**config.mk**
```make
export PLATFORM = sky130hd
export DESIGN_NAME = pwm_multi
export DESIGN_NICKNAME = d
export VERILOG_FILES = /design/src/rtl/pwm_pkg.sv /design/src/rtl/pwm_channel.sv /design/src/rtl/pwm_multi.sv
export SDC_FILE = /design/constraint.sdc
export NUM_CORES = 1
export LEC_CHECK = 0
export ABC_AREA = 1
export BUFFER_PORTS_ARGS = -buffer_cell sky130_fd_sc_hd__buf_2
export CORE_MARGIN = 5
export CORE_UTILIZATION = 30
export DETAILED_ROUTE_END_ITERATION = 16
export PLACE_DENSITY = 0.45
export SYNTH_ARGS = -nofsm -noshare
export SYNTH_HDL_FRONTEND = slang
export SYNTH_SLANG_ARGS = --single-unit
export TNS_END_PERCENT = 30
```
**constraint.sdc**
```tcl
create_clock -name clk -period 3.9 [get_ports clk]
set_input_delay 0.78 -clock clk [delete_from_list [all_inputs] [get_ports clk]]
set_output_delay 0.78 -clock clk [all_outputs]
set_load 0.1 [all_outputs]
```
**src/rtl/pwm_pkg.sv**
```systemverilog
// Shared constants and count-direction type for the multi-channel PWM.
// The direction enum is only used when PWM_MULTI_CENTER_EN is defined.
package pwm_pkg;

    localparam int DEF_WIDTH    = 8;
    localparam int DEF_CHANNELS = 4;

    typedef enum logic {
        UP   = 1'b0,
        DOWN = 1'b1
    } dir_t;

endpackage

```
**src/rtl/pwm_channel.sv**
```systemverilog
// One PWM channel: duty shadow/active pair and registered compare output.
// The active duty only changes on the shared wrap strobe.
module pwm_channel
    import pwm_pkg::*;
#(
    parameter int WIDTH = DEF_WIDTH
) (
    input  logic             clk,
    input  logic             rst,
    input  logic             load,
    input  logic             wrap,
    input  logic [WIDTH-1:0] duty,
    input  logic [WIDTH-1:0] cnt,
    output logic             out
);

    logic [WIDTH-1:0] duty_sh;
    logic [WIDTH-1:0] duty_act;

    always_ff @(posedge clk or posedge rst) begin
        if (rst) begin
            duty_sh  <= '0;
            duty_act <= '0;
            out      <= 1'b0;
        end else begin
            if (load)
                duty_sh <= duty;
            // a load landing on the wrap clock bypasses the shadow
            if (wrap)
                duty_act <= load ? duty : duty_sh;
            out <= (duty_act > cnt);
        end
    end

endmodule

```
**src/rtl/pwm_multi.sv**
```systemverilog
// Multi-channel PWM with shared counter and glitch-free shadowed updates.
// Define PWM_MULTI_CENTER_EN for centre-aligned (up/down) counting.
module pwm_multi
    import pwm_pkg::*;
#(
    parameter int WIDTH    = DEF_WIDTH,
    parameter int CHANNELS = DEF_CHANNELS
) (
    input  logic                      clk,
    input  logic                      rst,
    input  logic [WIDTH-1:0]          period,
    input  logic [CHANNELS*WIDTH-1:0] duty,
    input  logic                      load,
    output logic [CHANNELS-1:0]       out,
    output logic                      sync,
    output logic                      pend
);

    logic [WIDTH-1:0] cnt;
    logic [WIDTH-1:0] cnt_nxt;
    logic [WIDTH-1:0] per_act;
    logic [WIDTH-1:0] per_sh;
    logic             wrap;

`ifdef PWM_MULTI_CENTER_EN
    dir_t dir;
    dir_t dir_nxt;

    // wrap marks the last clock before the cnt=0 that starts counting up
    always_comb begin
        wrap    = 1'b0;
        cnt_nxt = cnt;
        dir_nxt = dir;
        if (dir == UP) begin
            if (cnt == per_act) begin
                if (per_act <= WIDTH'(1)) begin
                    wrap    = 1'b1;
                    cnt_nxt = '0;
                end else begin
                    dir_nxt = DOWN;
                    cnt_nxt = cnt - WIDTH'(1);
                end
            end else begin
                cnt_nxt = cnt + WIDTH'(1);
            end
        end else begin
            if (cnt == WIDTH'(1)) begin
                wrap    = 1'b1;
                cnt_nxt = '0;
                dir_nxt = UP;
            end else begin
                cnt_nxt = cnt - WIDTH'(1);
            end
        end
    end

    always_ff @(posedge clk or posedge rst) begin
        if (rst)
            dir <= UP;
        else
            dir <= dir_nxt;
    end
`else
    always_comb begin
        wrap    = (cnt == per_act);
        cnt_nxt = wrap ? '0 : cnt + WIDTH'(1);
    end
`endif

    always_ff @(posedge clk or posedge rst) begin
        if (rst) begin
            cnt     <= '0;
            per_act <= '1;
            per_sh  <= '1;
            pend    <= 1'b0;
            sync    <= 1'b0;
        end else begin
            cnt <= cnt_nxt;
            if (load)
                per_sh <= period;
            if (wrap)
                per_act <= load ? period : per_sh;
            pend <= wrap ? 1'b0 : (pend | load);
            sync <= (cnt == '0);
        end
    end

    for (genvar i = 0; i < CHANNELS; i++) begin : g_ch
        pwm_channel #(
            .WIDTH(WIDTH)
        ) u_ch (
            .clk  (clk),
            .rst  (rst),
            .load (load),
            .wrap (wrap),
            .duty (duty[i*WIDTH +: WIDTH]),
            .cnt  (cnt),
            .out  (out[i])
        );
    end

endmodule

```
# Word level (Yosys, flattened, before mapping)
# Index checks and enable logic that the tools add are counted.
# classes
n_addsub	1
n_lt_le_gt_ge	4
eq_ne	1
muxes	7
bitwise	1
reduce_logical	1
# ops
operator	n
8-bit 2-to-1 mux	6
8-bit > comparator	4
8-bit by 1-bit adder with 8-bit output, second input constant	1
8-bit == test	1
8-bit zero test	1
1-bit 2-to-1 mux	1
1-bit OR	1
# word_totals
reg_bits	94
in_bits	43
out_inout_bits	6
wordCells	32

# Logic depth before layout (Yosys ltp)
# Gate-level depths: netlist of the first run.
# depth
word_depth	2
ltp_mapped	9
depth_no_buf	8

# Cells and area by module
# A second synthesis of the first run with hierarchy kept.
# unflattened
cells_unflattened	484
area_unflattened_um2	4649.5
# by_module_without_submodules
mod	n_inst	cells_each	area_per_inst_um2	seq_area_each_um2
pwm_channel	4	90	854.6	425.4
pwm_multi	1	124	1231.2	670.6

# Worst setup path after synthesis of the first run
# OpenSTA, ideal clock, no wires.
# synth_path
path_type	input to register
startpoint	input port load
endpoint	register g_ch[0].u_ch.duty_act[0]
setup_time_ps	116
arrival_ps	1567
t_required_ps	3784
setup_slack_ps	2216
cell_stages	5
n_path_buf	2
cell_sequence	buf_2 -> buf_2 -> mux2_2 -> nand3_1 -> nand2_1
# synth_between
elab_chain_cells	1
# synth_lines
element	line	source
from (decl)	pwm_multi.sv:13	input logic load,
8-bit 2-to-1 mux	pwm_channel.sv:30	duty_act <= load ? duty : duty_sh;
to (signal assigned)	pwm_channel.sv:30	
to (decl)	pwm_channel.sv:18	logic [WIDTH-1:0] duty_act;
# No other way between the ends.
# A chain may end at the register's enable or synchronous reset.

# Worst setup path in the final report of the first run
# layout_path
startpoint	register pend
endpoint	output port pend
# layout_lines
element	line	source
from (decl)	pwm_multi.sv:16	output logic pend
from (signal assigned)	pwm_multi.sv:83	pend <= wrap ? 1'b0 : (pend | load);
# No word-level cell between the ends.

==> impl_metrics.py, run 1 <==
metrics = {
    "finish": {
        "drive_gt1_share_pct": 25.8,
        "area_growth_syn_to_layout_pct": 15.3,
        "nNetsFinal": 569,
        "antennaDiodeCount": 0,
    },
    "yosys": {
        "ys_types": 23,
        "synthXorXnorAreaFrac_pct": 1.54,
        "synth_most_common_cell": "nand2_1",
        "synth_top_area_share_pct": 42.8,
        "synth_top_family_by_area": "simple AND/OR/NAND/NOR gates",
        "ys_warn_count": 0,
        "synth_edf_count": 0,
        "syn_inst": 451,
        "synth_common_cells": "nand2_1 (124), dfrtp_1 (78), nand3_1 (46)",
        "synthMuxAreaShare_pct": 9.88,
        "synth_simple_gate_area_share_pct": 18.8,
        "ys.flop_type": "dfrtp_1",
        "ys_ff_latch": 94,
        "synth-async-reset-ratio_pct": 100,
        "synth_compound_area_share_pct": 2.86,
        "synthTopCellsByArea": "dfrtp_1 (43%), nand2_1 (10%), mux2_2 (9.9%)",
        "synthAdderAreaFrac_pct": 9.34,
        "synth_area_um2": 4560,
        "synth_nets": 528,
        "yosysSeqAreaShare_pct": 52.1,
        "synth_top_area_cell": "dfrtp_1",
        "syn-mean-instance-area_um2": 10.1,
    },
    "power_and_ir_drop": {
        "peakVddDrop_mv": 0.193,
        "leakage_nw": 2.46,
        "pwr-share-clk_pct": 46.9,
        "p_int_w": 0.00172,
        "p_sw_w": 0.000424,
        "power_per_cell_area_nw_per_um2": 408,
        "seqPwrFrac_pct": 48.1,
        "p_sw_share_pct": 19.8,
        "p_comb_share_pct": 5.0,
    },
    "sta": {
        "finalSetupViolations": 0,
        "final_hold_viol_count": 0,
        "drv_slew": 0,
        "tightest_slew_ns": 0.949,
        "period_minus_slack_ns": 1.90,
        "max_freq_mhz": 527,
        "holdWs_ns": 0.347,
        "grt_setup_unrepaired": "false",
        "post-route-period-util_pct": 48.7,
        "max_slew_margin_pct": 36.8,
        "final.setup.tns_ns": 0,
        "finalClockSkew_ns": 0.00908,
    },
    "routing": {
        "antenna_left": 0,
        "drc": 0,
        "post_drt_via_cell_ratio": 4.51,
        "vias": 3088,
        "drt-pass1-iter-count": 4,
        "wl_per_cell_um": 14.0,
        "wirelength_mm": 9.58,
        "drt-initial-drc-count": 142,
    },
    "clock_tree": {
        "clock_sinks": 94,
        "postCtsHoldBufs": 0,
        "clock_latency_ns": 0.35,
        "htree_levels": 3,
        "post_cts_buffers": 0,
        "path_clk_slew_ns": 0.06,
        "cts_made_buffers": 9,
        "root_buffer": "clkbuf_16",
        "cts_buffer_depth": 2,
        "cts-resized-gates": 0,
        "tritoncts": "yes",
    },
    "job": {
        "drv_cap": 0,
    },
    "setup_path": {
        "worstPathMaxFanout": 2,
        "cp-startpoint": "pend",
        "cp_top_family": "buffers and inverters",
        "path_buf_inv": 1,
        "worst_path_max_delay_cell": "buf_2",
        "worstPathCellList": "buf_2",
        "path_class": "reg2out",
        "reg2reg_from": "cnt[3]",
        "worstPathRequired_ns": 3.12,
        "worst_setup_path_start_kind": "flip-flop",
        "max_stage_delay_ns": 0.43,
        "critPathArrivalTime_ns": 1.12,
        "endpoint_kind": "primary output",
    },
    "place": {
        "placement.io_buffers": 48,
        "dpl.hpwl_mm": 6.44,
        "gp_congestion": 0.771,
    },
    "floorplan": {
        "die_y_um": 133,
        "coreArea_um2": 15000,
        "rows": 45,
        "die_w_um": 133,
        "start_util_pct": 30.3,
        "ios": 49,
        "dieArea_um2": 17800,
    },
    "global_routing": {
        "grt_first_pass_wirelength_mm": 16.6,
        "grt_usage_pct": 11.8,
        "first_global_vias": 3324,
        "overflow": 0,
        "antenna_found_initial": 0,
        "grt_max_degree": 44,
    },
    "run_status": {
        "status": "finished, final reports clean",
    },
    "worst_hold_path": {
        "hold_path.class": "in2async",
    },
}
final timing paths:
check                                           to  slack (ns)  depth (start not counted)
max                                           pend        2.00                          1
min                        g_ch[0].u_ch.duty_sh[5]        0.35                          2
max in group asynchronous  g_ch[1].u_ch.duty_sh[0]        2.73                          3
max reg2reg                             per_act[0]        2.02                          8
min in group clk                        per_act[0]        0.47                          2
min reg2reg                             per_act[0]        0.47                          2
routing by layer:
metal	track usage (%)	up-vias	share of wire (%)
met3	3.70	8	3.7
met4	3.49	0	1.2
li1	-	1550	-
met5	0	-	0
met2	19.7	45	48
met1	14.9	1485	47
worst register-to-register path, stage by stage (launching register included):
cell,delay (ns)
dfrtp_1,0.42
inv_1,0.29
nand2_1,0.10
nand2_1,0.07
nand2_1,0.08
nor2_4,0.13
buf_4,0.43
nand3_1,0.21
nand2_1,0.11
power groups by stage:
stage,logic [W],clock network [W],registers (W)
finish,0.000108,0.00100,0.00103
global route,0.000125,0.00107,0.00104
CTS,0.000113,0.00104,0.00103
detailed placement,0.000112,0,0.00105
global placement,0.000110,0,0.00105
floorplan,0.0000738,0,0.00105
cells by family (layout without fill, tap and decap cells):
kind of cell | Yosys count | in the layout
compound gates | 22 | 22
xor+xnor | 8 | 8
fa+ha+maj | 34 | 34
buf+inv | 49 | 95
flops | 94 | 94
mux | 40 | 40
simple gates | 204 | 204
metrics by stage:
step	setup slack, ns	util, %	instance area, µm²	power, W	std cells
floorplan	0.698	-	4560	0.00112	451
global placement	1.62	32.7	4910	0.00116	669
detailed placement	1.60	32.7	4910	0.00116	669
CTS	1.98	34.9	5250	0.00218	685
global route	1.89	34.9	5250	0.00223	685
finish	2.00	34.9	5250	0.00214	685
final cells by class:
| class | count | area [µm²] |
|---|---|---|
| clock buffer | 12 | 246 |
| clock inverter | 4 | 95.1 |
| fill | 1537 | 9780 |
| inverter | 27 | 103 |
| multi-input combinational | 308 | 1930 |
| sequential | 94 | 2370 |
| tap | 188 | 235 |
| timing repair buffer | 52 | 270 |
registers in the layout (all words and copies together) (netlist names):
| register | flops |
|---|---|
| per_act | 8 |
| g_ch.u_ch.duty_sh | 32 |
| pend | 1 |
| g_ch.u_ch.duty_act | 32 |
| cnt | 8 |
| per_sh | 8 |
| sync | 1 |
| g_ch.u_ch.out | 4 |
placed cells by master, fill, tap and decap left out:
cell       synthesis  layout
nor3_1             1       1
clkbuf_8           0       1
buf_2             11      48
mux2_2            40      40
clkbuf_1           0       2
nand2_4            1       1
o21bai_1           4       4
xor2_1             3       3
o21ai_0            2       2
clkbuf_16          0       9
inv_2              2       2
buf_4              7       4
nand4_1            2       2
nor4_1             1       1
inv_1             25      24
a21oi_1           12      12
xnor2_1            5       5
clkinv_2           0       2
ha_1              34      34
nor2_4             2       2
bufinv_16          0       3
dfrtp_1           78      78
nand2_1          124     124
dfstp_2           16      16
nor2_1            27      27
o21a_1             4       4
nand3_1           46      46
Note: power is estimated with default switching activity, not from simulation.
==> run 2: changes to the inputs <==
Clock period 3.9 ns to 1.8 ns, I/O delays scaled along.
==> run 2 against run 1 <==
Net effect:
- flip-flop and latch count unchanged
- register-to-register slack worse by 1.8 ns
- clock skew shrank 0.0022 ns
- worst hold slack got worse by 0.23 ns
- non-clock buffer count rose by 5
- sequential power rose by 120%
- worst setup slack lost 1.8 ns
==> impl_metrics.py, run 2 (synthesized netlist as in run 1, its figures left out) <==
metrics = {
    "run_status": {
        "status": "finished, final reports clean",
    },
    "clock_tree": {
        "tritoncts": "yes",
        "cts_buffer_depth": 2,
        "clock_sinks": 94,
        "clock_latency_ns": 0.34,
        "root_buffer": "clkbuf_16",
        "cts_made_buffers": 9,
        "postCtsHoldBufs": 0,
        "path_clk_slew_ns": 0.07,
        "htree_levels": 3,
    },
    "setup_path": {
        "path_class": "reg2reg",
        "ff2ff_setup_slack_ns": 0.24,
        "worstPathRequired_ns": 2.03,
        "r2r-end": "g_ch[1].u_ch.duty_act[5]",
        "worst_setup_path_start_kind": "flip-flop",
        "reg2reg_from": "cnt[1]",
        "critPathArrivalTime_ns": 1.79,
        "worstPathMaxFanout": 19,
        "endpoint_kind": "flip-flop",
        "r2r_cells": 9,
    },
    "sta": {
        "tightest_slew_ns": 0.531,
        "max_freq_mhz": 643,
        "period_minus_slack_ns": 1.56,
        "final_hold_viol_count": 0,
        "grt_setup_unrepaired": "false",
        "max_slew_margin_pct": 64.6,
        "post-route-period-util_pct": 86.5,
        "finalClockSkew_ns": 0.00688,
        "drv_slew": 0,
        "finalSetupViolations": 0,
        "final.setup.tns_ns": 0,
    },
    "global_routing": {
        "antenna_found_initial": 0,
        "first_global_vias": 3236,
        "overflow": 0,
        "grt_usage_pct": 11.5,
        "grt_max_degree": 95,
        "grt_first_pass_wirelength_mm": 16.1,
    },
    "routing": {
        "drt-initial-drc-count": 108,
        "vias": 3057,
        "drt-pass1-iter-count": 4,
        "post_drt_via_cell_ratio": 4.43,
        "drc": 0,
        "antenna_left": 0,
        "wirelength_mm": 9.35,
        "wl_per_cell_um": 13.5,
    },
    "finish": {
        "area_growth_syn_to_layout_pct": 16.5,
        "antennaDiodeCount": 0,
        "final_common_cell": "nand2_1",
        "fill_cells": 1492,
        "fin_util_pct": 35.3,
        "reg.largest.list": "g_ch.u_ch.duty_act x32, g_ch.u_ch.duty_sh x32",
        "nNetsFinal": 574,
        "final_cell_mix": "nand2_1 (124), dfrtp_1 (78), buf_2 (48)",
        "drive_gt1_share_pct": 27.1,
    },
    "floorplan": {
        "dieArea_um2": 17800,
        "ios": 49,
        "die_w_um": 133,
        "die_y_um": 133,
        "rows": 45,
        "start_util_pct": 30.3,
        "coreArea_um2": 15000,
    },
    "power_and_ir_drop": {
        "peakVddDrop_mv": 0.380,
        "pwr-share-clk_pct": 44.9,
        "p_comb_share_pct": 5.4,
        "leakage_nw": 2.49,
        "p_sw_w": 0.000934,
        "p_int_w": 0.00356,
        "p_sw_share_pct": 20.8,
        "power_per_cell_area_nw_per_um2": 847,
        "seqPwrFrac_pct": 49.7,
    },
    "place": {
        "dpl.hpwl_mm": 6.56,
        "placement.io_buffers": 48,
        "gp_congestion": 0.788,
    },
    "worst_hold_path": {
        "hold_path.class": "in2async",
    },
    "job": {
        "drv_cap": 0,
    },
}
[run 2: per-stage QoR]
| step | worst slack, ns | cell area (µm²) | std cells | hold slack (ns) | total power [W] |
|---|---|---|---|---|---|
| global route | 0.0161 | 5310 | 690 | 0.209 | 0.00468 |
| detailed placement | 0.164 | 4990 | 674 | 0.467 | 0.00252 |
| CTS | 0.152 | 5310 | 690 | 0.168 | 0.00458 |
| floorplan | 0.347 | 4560 | 451 | 0.442 | 0.00243 |
| finish | 0.244 | 5310 | 690 | 0.117 | 0.00449 |
| global placement | 0.210 | 4990 | 674 | 0.462 | 0.00252 |
[run 2: how the worst max path moves through the flow]
stage	start	to	slack, ns	cells after the start
6_report	cnt[1]	g_ch[1].u_ch.duty_act[5]	0.24	9
5_1_grt	cnt[1]	g_ch[1].u_ch.duty_act[1]	0.02	9
4_1_cts	cnt[3]	g_ch[2].u_ch.duty_act[2]	0.15	9
3_5_place_dp	cnt[3]	g_ch[2].u_ch.duty_act[6]	0.16	9
3_3_place_gp	cnt[2]	g_ch[2].u_ch.out	0.21	7
2_1_floorplan	rst	cnt[0]	0.35	1
[run 2: critical path, stage by stage (launching register included)]
cell	delay [ns]
dfrtp_1	0.42
inv_1	0.19
nand2_1	0.08
nand2_1	0.05
nand2_1	0.08
nor2_4	0.15
nand2_4	0.16
buf_12	0.20
nand2_1	0.05
nand2_1	0.05
[run 2: final cells by class]
| cell class | instances | area [µm²] | area share (%) |
|---|---|---|---|
| flip-flops and latches | 94 | 2370 | 44.7 |
| multi-input cells | 308 | 1930 | 36.4 |
| repair buffers | 57 | 345 | 6.50 |
| clock buffers | 13 | 280 | 5.28 |
| well taps | 188 | 235 | 4.43 |
| inverters | 27 | 105 | 1.98 |
| clock inverters | 3 | 40.0 | 0.754 |
[run 2: power groups by stage]
| stage | registers [W] | logic (W) | clock network, W |
|---|---|---|---|
| final | 0.00223 | 0.000241 | 0.00202 |
| after global routing | 0.00224 | 0.000277 | 0.00217 |
| after CTS | 0.00224 | 0.000252 | 0.00209 |
| after detailed placement | 0.00227 | 0.000250 | 0 |
| after global placement | 0.00227 | 0.000245 | 0 |
| after floorplan | 0.00227 | 0.000160 | 0 |
[run 2: repair_timing]
item | 4_1_cts | 5_1_grt
gates resized for setup | 0 | 1
setup endpoints to repair | 0 | 16
setup buffers | 0 | 0
endpoints found under the hold margin | 0 | 0
[run 2: layer usage]
metal / share of wire, % / vias up / routed length [µm] / GRT usage [%]
met4: 1.9 / 0 / 177 / 5.14
li1: - / 1569 / - / -
met1: 48 / 1438 / 4500 / 14.9
met5: 0 / - / 0 / 0
met3: 3.1 / 10 / 290 / 2.61
met2: 47 / 40 / 4380 / 18.3
==> run 3: changes to the inputs <==
--- a/config.mk
+++ b/config.mk
@@ -14,4 +14,5 @@
 export SYNTH_ARGS = -nofsm -noshare
 export SYNTH_HDL_FRONTEND = slang
+export SYNTH_HIERARCHICAL = 1
 export SYNTH_SLANG_ARGS = --single-unit
 export TNS_END_PERCENT = 30
==> constraint.sdc (replaced) <==
create_clock -name clk -period 1.8 [get_ports clk]
set_input_delay 0.45 -clock clk [delete_from_list [all_inputs] [get_ports clk]]
set_output_delay 0.45 -clock clk [all_outputs]
set_load 0.1 [all_outputs]
==> run 3 against run 2 <==
Net effect:
- clock skew up 0.0028 ns
- wire length fell by 4.0%
- count of clock-buffer cells in the layout grew 3
- highest routed layer unchanged
- worst hold slack gained 0.092 ns
- synthesized area grew 2.0%
- critical path depth shrank 2
- synthesized cell count is 7.3% higher
- largest power group unchanged
- critical path type unchanged
- clock power fell by 8%
- sequential power barely moved
==> impl_metrics.py, run 3 <==
metrics = {
    "yosys": {
        "synth_common_cells": "nand2_1 (106), inv_1 (96), dfrtp_1 (78)",
        "ys.flop_type": "dfrtp_1",
        "syn-mean-instance-area_um2": 9.61,
        "synth_area_um2": 4650,
        "ys_types": 24,
        "synth_edf_count": 0,
        "yosysSeqAreaShare_pct": 51.0,
        "syn_inst": 484,
        "ys_warn_count": 6,
        "synthTopCellsByArea": "dfrtp_1 (42%), ha_1 (9.1%), dfstp_2 (9.0%)",
        "synth_nets": 561,
        "synth_most_common_cell": "nand2_1",
        "synth-async-reset-ratio_pct": 100,
        "synth_top_area_cell": "dfrtp_1",
        "synth_top_area_share_pct": 42.0,
        "ys_ff_latch": 94,
    },
    "routing": {
        "wirelength_mm": 8.98,
        "antenna_left": 0,
        "wl_per_cell_um": 12.1,
        "drt-initial-drc-count": 152,
        "drc": 0,
        "drt-pass1-iter-count": 4,
        "vias": 3164,
        "post_drt_via_cell_ratio": 4.25,
    },
    "sta": {
        "tightest_slew_ns": 0.653,
        "finalSetupViolations": 0,
        "drv_slew": 0,
        "period_minus_slack_ns": 1.70,
        "post-route-period-util_pct": 94.5,
        "holdWs_ns": 0.209,
        "max_freq_mhz": 588,
        "final.setup.tns_ns": 0,
        "max_slew_margin_pct": 56.4,
        "final_hold_viol_count": 0,
        "grt_setup_unrepaired": "false",
        "finalClockSkew_ns": 0.00964,
    },
    "clock_tree": {
        "clock_latency_ns": 0.35,
        "tritoncts": "yes",
        "cts_made_buffers": 9,
        "path_clk_slew_ns": 0.07,
        "postCtsHoldBufs": 0,
        "post_cts_buffers": 0,
        "root_buffer": "clkbuf_16",
        "clock_sinks": 94,
        "htree_levels": 3,
        "cts_buffer_depth": 2,
    },
    "finish": {
        "nNetsFinal": 628,
        "fill_cells": 1542,
        "regArea_um2": 2370,
        "multiInputGateArea_um2": 1840,
        "area_growth_syn_to_layout_pct": 19.2,
        "antennaDiodeCount": 0,
        "final_common_cell": "nand2_1",
        "drive_gt1_share_pct": 25.4,
        "reg.largest.list": "g_ch.u_ch/duty_act x32, g_ch.u_ch/duty_sh x32",
        "final_cell_mix": "nand2_1 (105), inv_1 (96), dfrtp_1 (78)",
    },
    "run_status": {
        "status": "finished, final reports clean",
    },
    "place": {
        "dpl.hpwl_mm": 6.58,
        "gp_congestion": 0.778,
        "placement.io_buffers": 48,
    },
    "setup_path": {
        "worstPathRequired_ns": 2.03,
        "worst_setup_path_start_kind": "flip-flop",
        "critPathArrivalTime_ns": 1.93,
        "endpoint_kind": "flip-flop",
        "path_class": "reg2reg",
        "worstPathMaxFanout": 14,
    },
    "global_routing": {
        "grt_usage_pct": 10.8,
        "first_global_vias": 3252,
        "overflow": 0,
        "antenna_found_initial": 0,
        "grt_first_pass_wirelength_mm": 15.5,
        "grt_max_degree": 44,
    },
    "power_and_ir_drop": {
        "leakage_nw": 3.00,
        "power_per_cell_area_nw_per_um2": 778,
        "peakVddDrop_mv": 0.435,
    },
    "floorplan": {
        "die_y_um": 134,
        "ios": 49,
        "die_w_um": 134,
        "coreArea_um2": 15200,
        "start_util_pct": 30.6,
        "dieArea_um2": 18100,
        "rows": 45,
    },
    "worst_hold_path": {
        "hold_path.class": "in2async",
    },
    "job": {
        "drv_cap": 0,
    },
}
## run 3: cell families after synthesis
family,after synthesis,synth area share (%)
xor+xnor,8,1.51
flops,94,51.0
compound gates,54,6.40
fa+ha+maj,34,9.15
simple gates,152,13.8
mux,36,8.72
buf+inv,106,9.39
## run 3: per-layer routing
| layer | up-vias | part of all wire, % | track usage (%) | routed length (µm) |
|---|---|---|---|---|
| met5 | - | 0 | 0 | 0 |
| li1 | 1642 | - | - | - |
| met3 | 12 | 4.2 | 2.27 | 373 |
| met1 | 1455 | 48 | 14.6 | 4330 |
| met2 | 55 | 45 | 16.5 | 4070 |
| met4 | 0 | 2.3 | 5.26 | 203 |
## run 3: per-stage QoR
| step | cells | power (W) | setup WS (ns) | instance area, µm² | util (%) |
|---|---|---|---|---|---|
| 2_1_floorplan | 484 | 0.00241 | 0.0325 | 4650 | - |
| 3_3_place_gp | 727 | 0.00250 | 0.120 | 5230 | 34.4 |
| 3_5_place_dp | 727 | 0.00251 | 0.0901 | 5230 | 34.4 |
| 4_1_cts | 743 | 0.00439 | 0.0742 | 5520 | 36.3 |
| 5_1_grt | 744 | 0.00451 | 0.00437 | 5540 | 36.5 |
| 6_report | 744 | 0.00432 | 0.0985 | 5540 | 36.5 |
## run 3: worst max-delay path, stage by stage (launching register included)
cell	delay, ns
dfstp_2	0.54
xnor2_1	0.11
nand2_1	0.14
nor2_8	0.12
nand2_4	0.06
inv_4	0.10
clkbuf_16	0.18
mux2_2	0.33
## run 3: final timing paths
kind / startpoint / end / slack, ns / depth (start not counted)
worst max-delay path: per_act[4] / g_ch[2].u_ch/duty_act[6] / 0.1 / 7
worst min-delay path: rst / cnt[4] / 0.21 / 3
worst max register to register: per_act[4] / g_ch[2].u_ch/duty_act[6] / 0.1 / 7
worst min register to register: per_act[0] / per_act[0] / 0.47 / 2
max in group asynchronous: rst / g_ch[2].u_ch/duty_act[4] / 1.13 / 2
min in group clk: duty[28] / g_ch[3].u_ch/duty_sh[4] / 0.33 / 3
## run 3: what timing repair did
action                                 4_1_cts  5_1_grt
endpoints found under the hold margin        0        0
setup endpoints to repair                    0       18
gates resized for setup                      0        1
## run 3: area by class of cell
cell class              count  share of cell area (%)
inverters                  97                    6.61
clock buffers              16                    5.26
multi-input cells         284                    33.2
flip-flops and latches     94                    42.8
well taps                 188                    4.24
repair buffers             65                    7.85
## run 3: report_power, final
part	total, W	leakage, nW	internal, W	switching, W
Clock	0.00185	0.143	0.00109	0.000764
Combinational	0.000234	1.70	0.0000913	0.000142
Sequential	0.00223	1.16	0.00221	0.0000197
